File: src/rtl/partial_fm_accumulate_pool.sv
// partial_fm_accumulate_pool
//   Accumulates the three Q1.15 partial feature maps of each input channel
//   into 20-bit saturating accumulators, then on the last channel adds a
//   per-kernel bias, clamps to Q1.15, applies ReLU and 2x2/stride-2 max-pools
//   the three maps.
//
// Ports
//   clk, rst          clock, synchronous active-high reset
//   pfm_valid         partial FM set on IK1..IK3 valid this cycle
//   pfm_last          with pfm_valid: final input channel of the frame
//   ready             block can accept a partial FM set
//   IK1..IK3          flattened partial FMs, element e at [16*e +: 16]
//   B1..B3            per-kernel bias, used during FIN
//   P1..P3            flattened pooled maps, element p at [16*p +: 16]
//   done              one-cycle pulse, P1..P3 newly valid
//
// state | meaning
// IDLE  | waiting for a partial FM set (ready=1)
// ACC   | adding captured set into accumulators, one element per cycle
// FIN   | bias + clamp + ReLU, result written back in place
// POOL  | 2x2 max-pool, one pooled element per cycle into shadow buffer
// DONE  | done pulse, accumulators cleared
module partial_fm_accumulate_pool #(
  parameter int op_size       = 4,
  parameter int pool_size     = op_size / 2,
  parameter int total_outputs = op_size * op_size,
  parameter int total_pooled  = pool_size * pool_size
) (
  input  logic                        clk,
  input  logic                        rst,
  input  logic                        pfm_valid,
  input  logic                        pfm_last,
  output logic                        ready,
  input  logic [16*total_outputs-1:0] IK1,
  input  logic [16*total_outputs-1:0] IK2,
  input  logic [16*total_outputs-1:0] IK3,
  input  logic [15:0]                 B1,
  input  logic [15:0]                 B2,
  input  logic [15:0]                 B3,
  output logic [16*total_pooled-1:0]  P1,
  output logic [16*total_pooled-1:0]  P2,
  output logic [16*total_pooled-1:0]  P3,
  output logic                        done
);

  localparam int IW = (total_outputs > 1) ? $clog2(total_outputs) : 1;
  localparam logic [IW-1:0] LAST_E = IW'(total_outputs - 1);
  localparam logic [IW-1:0] LAST_P = IW'(total_pooled - 1);

  typedef enum logic [2:0] {IDLE, ACC, FIN, POOL, DONE} state_t;

  state_t                      state_q, state_d;
  logic [IW-1:0]               cnt_q;
  logic                        last_q;
  logic [15:0]                 buf_q   [3][total_outputs];
  logic signed [19:0]          acc_q   [3][total_outputs];
  logic [16*total_pooled-1:0]  shadow_q   [3];
  logic [16*total_pooled-1:0]  shadow_upd [3];
  logic [16*total_pooled-1:0]  pout_q     [3];

  logic [16*total_outputs-1:0] ik_in [3];
  logic [15:0]                 bias  [3];
  logic signed [20:0]          acc_sum  [3];
  logic signed [20:0]          fin_sum  [3];
  logic signed [19:0]          acc_nxt  [3];
  logic [15:0]                 fin_nxt  [3];
  logic [15:0]                 pool_max [3];
  logic [IW-1:0]               px, py, e00;

  assign ik_in[0] = IK1;
  assign ik_in[1] = IK2;
  assign ik_in[2] = IK3;
  assign bias[0]  = B1;
  assign bias[1]  = B2;
  assign bias[2]  = B3;
  assign P1 = pout_q[0];
  assign P2 = pout_q[1];
  assign P3 = pout_q[2];

  function automatic logic [15:0] max2(input logic [15:0] a, input logic [15:0] b);
    return ($signed(a) > $signed(b)) ? a : b;
  endfunction

  always_comb begin
    state_d = state_q;
    ready   = 1'b0;
    done    = 1'b0;
    case (state_q)
      IDLE: begin
        ready = 1'b1;
        if (pfm_valid) state_d = ACC;
      end
      ACC:  if (cnt_q == LAST_E) state_d = last_q ? FIN : IDLE;
      FIN:  if (cnt_q == LAST_E) state_d = POOL;
      POOL: if (cnt_q == LAST_P) state_d = DONE;
      DONE: begin
        done    = 1'b1;
        state_d = IDLE;
      end
      default: state_d = IDLE;
    endcase
  end

  // Element datapath. After FIN every accumulator holds a non-negative
  // 16-bit value in its low half, which POOL reads back.
  always_comb begin
    px  = cnt_q % IW'(pool_size);
    py  = cnt_q / IW'(pool_size);
    e00 = IW'(2) * px + IW'(2 * op_size) * py;
    for (int k = 0; k < 3; k++) begin
      acc_sum[k] = $signed({acc_q[k][cnt_q][19], acc_q[k][cnt_q]})
                 + $signed({{5{buf_q[k][cnt_q][15]}}, buf_q[k][cnt_q]});
      if (acc_sum[k][20] != acc_sum[k][19])
        acc_nxt[k] = acc_sum[k][20] ? 20'sh80000 : 20'sh7FFFF;
      else
        acc_nxt[k] = acc_sum[k][19:0];

      fin_sum[k] = $signed({acc_q[k][cnt_q][19], acc_q[k][cnt_q]})
                 + $signed({{5{bias[k][15]}}, bias[k]});
      if (fin_sum[k][20])
        fin_nxt[k] = 16'h0000;
      else if (fin_sum[k] > 21'sd32767)
        fin_nxt[k] = 16'h7FFF;
      else
        fin_nxt[k] = fin_sum[k][15:0];

      pool_max[k] = max2(max2(acc_q[k][e00][15:0],
                              acc_q[k][e00 + IW'(1)][15:0]),
                         max2(acc_q[k][e00 + IW'(op_size)][15:0],
                              acc_q[k][e00 + IW'(op_size + 1)][15:0]));
      shadow_upd[k] = shadow_q[k];
      shadow_upd[k][16*cnt_q +: 16] = pool_max[k];
    end
  end

  always_ff @(posedge clk) begin
    if (rst) begin
      state_q <= IDLE;
      cnt_q   <= '0;
      last_q  <= 1'b0;
      for (int k = 0; k < 3; k++) begin
        shadow_q[k] <= '0;
        pout_q[k]   <= '0;
        for (int e = 0; e < total_outputs; e++) acc_q[k][e] <= '0;
      end
    end else begin
      state_q <= state_d;
      case (state_q)
        IDLE: begin
          if (pfm_valid) begin
            last_q <= pfm_last;
            cnt_q  <= '0;
            for (int k = 0; k < 3; k++)
              for (int e = 0; e < total_outputs; e++)
                buf_q[k][e] <= ik_in[k][16*e +: 16];
          end
        end
        ACC: begin
          for (int k = 0; k < 3; k++) acc_q[k][cnt_q] <= acc_nxt[k];
          cnt_q <= (cnt_q == LAST_E) ? '0 : cnt_q + 1'b1;
        end
        FIN: begin
          for (int k = 0; k < 3; k++) acc_q[k][cnt_q] <= {4'b0000, fin_nxt[k]};
          cnt_q <= (cnt_q == LAST_E) ? '0 : cnt_q + 1'b1;
        end
        POOL: begin
          for (int k = 0; k < 3; k++) shadow_q[k] <= shadow_upd[k];
          // Outputs are loaded together with the final pooled element so
          // they are already valid in the cycle done is high.
          if (cnt_q == LAST_P) begin
            for (int k = 0; k < 3; k++) pout_q[k] <= shadow_upd[k];
            cnt_q <= '0;
          end else begin
            cnt_q <= cnt_q + 1'b1;
          end
        end
        DONE: begin
          for (int k = 0; k < 3; k++)
            for (int e = 0; e < total_outputs; e++) acc_q[k][e] <= '0;
        end
        default: ;
      endcase
    end
  end

endmodule

File: config.mk
export PLATFORM = sky130hd
export DESIGN_NAME = partial_fm_accumulate_pool
export DESIGN_NICKNAME = d
export VERILOG_FILES = /design/src/rtl/partial_fm_accumulate_pool.sv
export SDC_FILE = /design/constraint.sdc
export NUM_CORES = 2
export LEC_CHECK = 0
export CORE_UTILIZATION = 48
export CTS_BUF_LIST = sky130_fd_sc_hd__clkbuf_2
export DETAILED_ROUTE_END_ITERATION = 8
export GPL_ROUTABILITY_DRIVEN = 1
export PLACE_DENSITY_LB_ADDON = 0.15
export SLEW_MARGIN = 20
export SYNTH_ARGS = -nofsm -noshare
export SYNTH_HDL_FRONTEND = slang
export SYNTH_SLANG_ARGS = --single-unit
File: constraint.sdc
create_clock -name clk -period 53.2 [get_ports clk]
set_input_delay 13.3 -clock clk [delete_from_list [all_inputs] [get_ports clk]]
set_output_delay 13.3 -clock clk [all_outputs]
set_load 0.005 [all_outputs]
==> impl_results.md <==
* Ranking of synthesized cells by area: edfxtp_1 60%, mux4_2 16%, o22ai_1 4.3%
* Flops & latches, synth at 2120
* Worst Hold Class: reg -> reg
* Share of the synthesized area in the top cell type at 60.5%
* Mean area per synthesized cell at 15.0 sq um
* Final Skew at between 150 and 200 ps
* Worst slack, placed at 32440 ps
* Final Setup Violations at 0
* Warnings, synthesis at 0
* Postcts setup bufs at 0
* Vias per cell at approximately 6.5
* Total CTS buffers at 583
* H-tree Lvls at 6
* Final hold slack at 516 ps
* Final Cycle Share at 35.6%
* Async SR Flop Fraction at 0%
* Sum of negative setup slack at 0 ps
* Most frequent cells in the layout: 2112 x edfxtp_1, 1013 x clkdlybuf4s50_1, 837 x clkbuf_2
* Startpoint class of the critical path: input pin
* Inst Count DP at 10501
* Main synth FF type: edfxtp_1
* Post-Syn Nets at 8106
* DRC viols at 0
* CP max stage delay at 920 ps
* Tot GR Track Use at 31.2%
* Core ar. at approximately 220000 sq um
* Cell area power density at 37.0 nW/um^2
* Sequential cell area at 63600 sq um
* Worst skew pair latency at 1960 ps
* Status: completed
* IO Count at 1014
* Layout cells sized above 1 at 22.7%
* Synth-to-Final Area Change at 17.7%
* Die area at 220000 sq um
* GPL Wtd Cong at 0.913
* CP Cell Sequence: clkdlybuf4s50_1, buf_4, nor2_4, buf_4, buf_4, buf_4, buf_4, buf_4, buf_4, buf_4
* Cell Rows at between 150 and 200
* Die width at 469 um
* Leak Pwr at 43.6 nW
* Vert. Die Dim at 469 um
* CTS Sinks at 2120
* Max Root-Sink Buffers at 4
* Final worst setup slack at 34270 ps
* Overall routed net length at 352000 um
* Number of flops mapped to enable cells by yosys at 2112
* Fin. Hold Viols at 0
* Max-cap viol count at 0
* Cts hold-fix bufs at 0
* Most used cell along the critical path: buf_4
* Via count at 75224
* Synth cell types at just over 80
* CP max-delay cell: buf_4
* Initial antenna violation count at 13
* Area post-placement at 118000 sq um
* Rel. slew slack at between 10 and 15%
* Peak supply drop at 25.9 uV
* RSZ-0062 raised after global routing: no
* Initial Utilization at between 40% and 50%
* Filler instances at between 15000 and 20000
* WP data required at 54590 ps
* Final nets at between 9000 and 10000
* Critical path buffers and inverters at 9
* Largest net degree at the start of global routing at approximately 180
* Post-route cell area at 123000 sq um
* Post-CTS Resized at 0
* Finished Core Util at 56.8%
* CP Class: in -> reg
* Worst Setup End Kind: flip-flop
* Critical Path AT at 20320 ps
* Delay-heaviest family, CP: buffers and inverters
* Routed Antenna Nets at 0
* Final Non-Filler Cells at 11493
* Register area share after synthesis at 60.6%
* Hpwl dp at 229000 um
* Multi-input combinational cell area at 38700 sq um
* Vias in the first global route at 74667
* F_max at 0.0528 GHz
* Grt ovf at 0
* Commonest non-fill, non-tap cell in the layout: edfxtp_1
* Worst-margin pin slew at 1340 ps
* Drt pass-1 iters at 6
* Fin. max-slew vios at 0
* CTS tree: yes
* Port buffer count at 1013
* Synthesized area at about 100000 sq um
* First-pass GRT wire length at 500000 um
* Minimum clock period at between 15000 and 20000 ps
* Yosys top cell by area: edfxtp_1
* Root Driver: clkbuf_2
* Post-Syn Instances at 7011
* Final Power at 4.56 mW
* Worst-path clk slew at 100 ps
* Starting DRT DRC Count at 10246
* Crit path max fanout at 81
* DR WL/cell at 30.7 um
-- cells in the mapped netlist (26+ instances only) --
master	number
nor3b_1	26
o221ai_1	128
and2_1	28
a21o_1	54
o21ai_0	171
nor3_1	65
clkbuf_1	462
nor2b_1	32
buf_2	31
a221o_1	31
o22ai_1	724
nand2b_1	44
nor2_1	559
mux2i_1	94
xnor2_1	55
a211oi_1	74
edfxtp_1	2112
nand4_1	28
buf_1	58
nand3_1	118
ha_1	269
nand2_1	373
inv_1	204
a21oi_1	174
xor2_1	27
mux4_2	732
-- worst min-delay path: cells and delay by family (launching register included) --
family | cells | cell delay, ps
flops | 1 | 350
compound gates | 1 | 60
simple gates | 1 | 50
-- state kept, by name, indices dropped and copies added (netlist names) --
name      count
acc_q       960
cnt_q         4
pout_q      192
state_q       3
last_q        1
shadow_q    192
buf_q       768
-- metal layers --
layer,GRT usage [%],vias to the layer above,wire length (um)
met1,40.4,37250,128000
met3,9.71,1080,46500
met4,14.6,10,17200
met2,48.2,5515,161000
met5,0,-,66
li1,-,31369,-
-- worst paths after layout --
kind                     from        endpoint  slack, ps  depth (start not counted)
max                       rst   buf_q[2][242]      34270                         10
min          shadow_q[0][127]  pout_q[0][127]        520                          2
max reg2reg          cnt_q[0]   pout_q[0][38]      42500                         23
min reg2reg  shadow_q[0][127]  pout_q[0][127]        520                          2
-- layout make-up --
type / count / share of cell area (%)
timing repair buffer: 1199 / 9.43
tap: 2854 / 2.89
inverter: 205 / 0.624
clock buffer: 837 / 3.40
multi-input combinational: 4123 / 31.4
antenna: 6 / 0.0122
sequential: 2120 / 51.6
clock inverter: 149 / 0.689
-- where the power goes --
group | total [mW] | internal (mW) | switching (mW)
Combinational | 1.44 | 0.490 | 0.953
Sequential | 1.95 | 1.92 | 0.0317
Clock | 1.16 | 0.463 | 0.701
-- cells by family after synthesis --
family	share of synthesized area (%)
XOR/XNOR	0.685
buffers and inverters	2.87
multiplexers	16.8
flip-flops	60.6
AO/OA/AOI/OAI	9.77
AND/OR/NAND/NOR	5.88
adder cells (fa/ha/maj)	3.34
No activity file was read; power rests on OpenSTA's default activity.
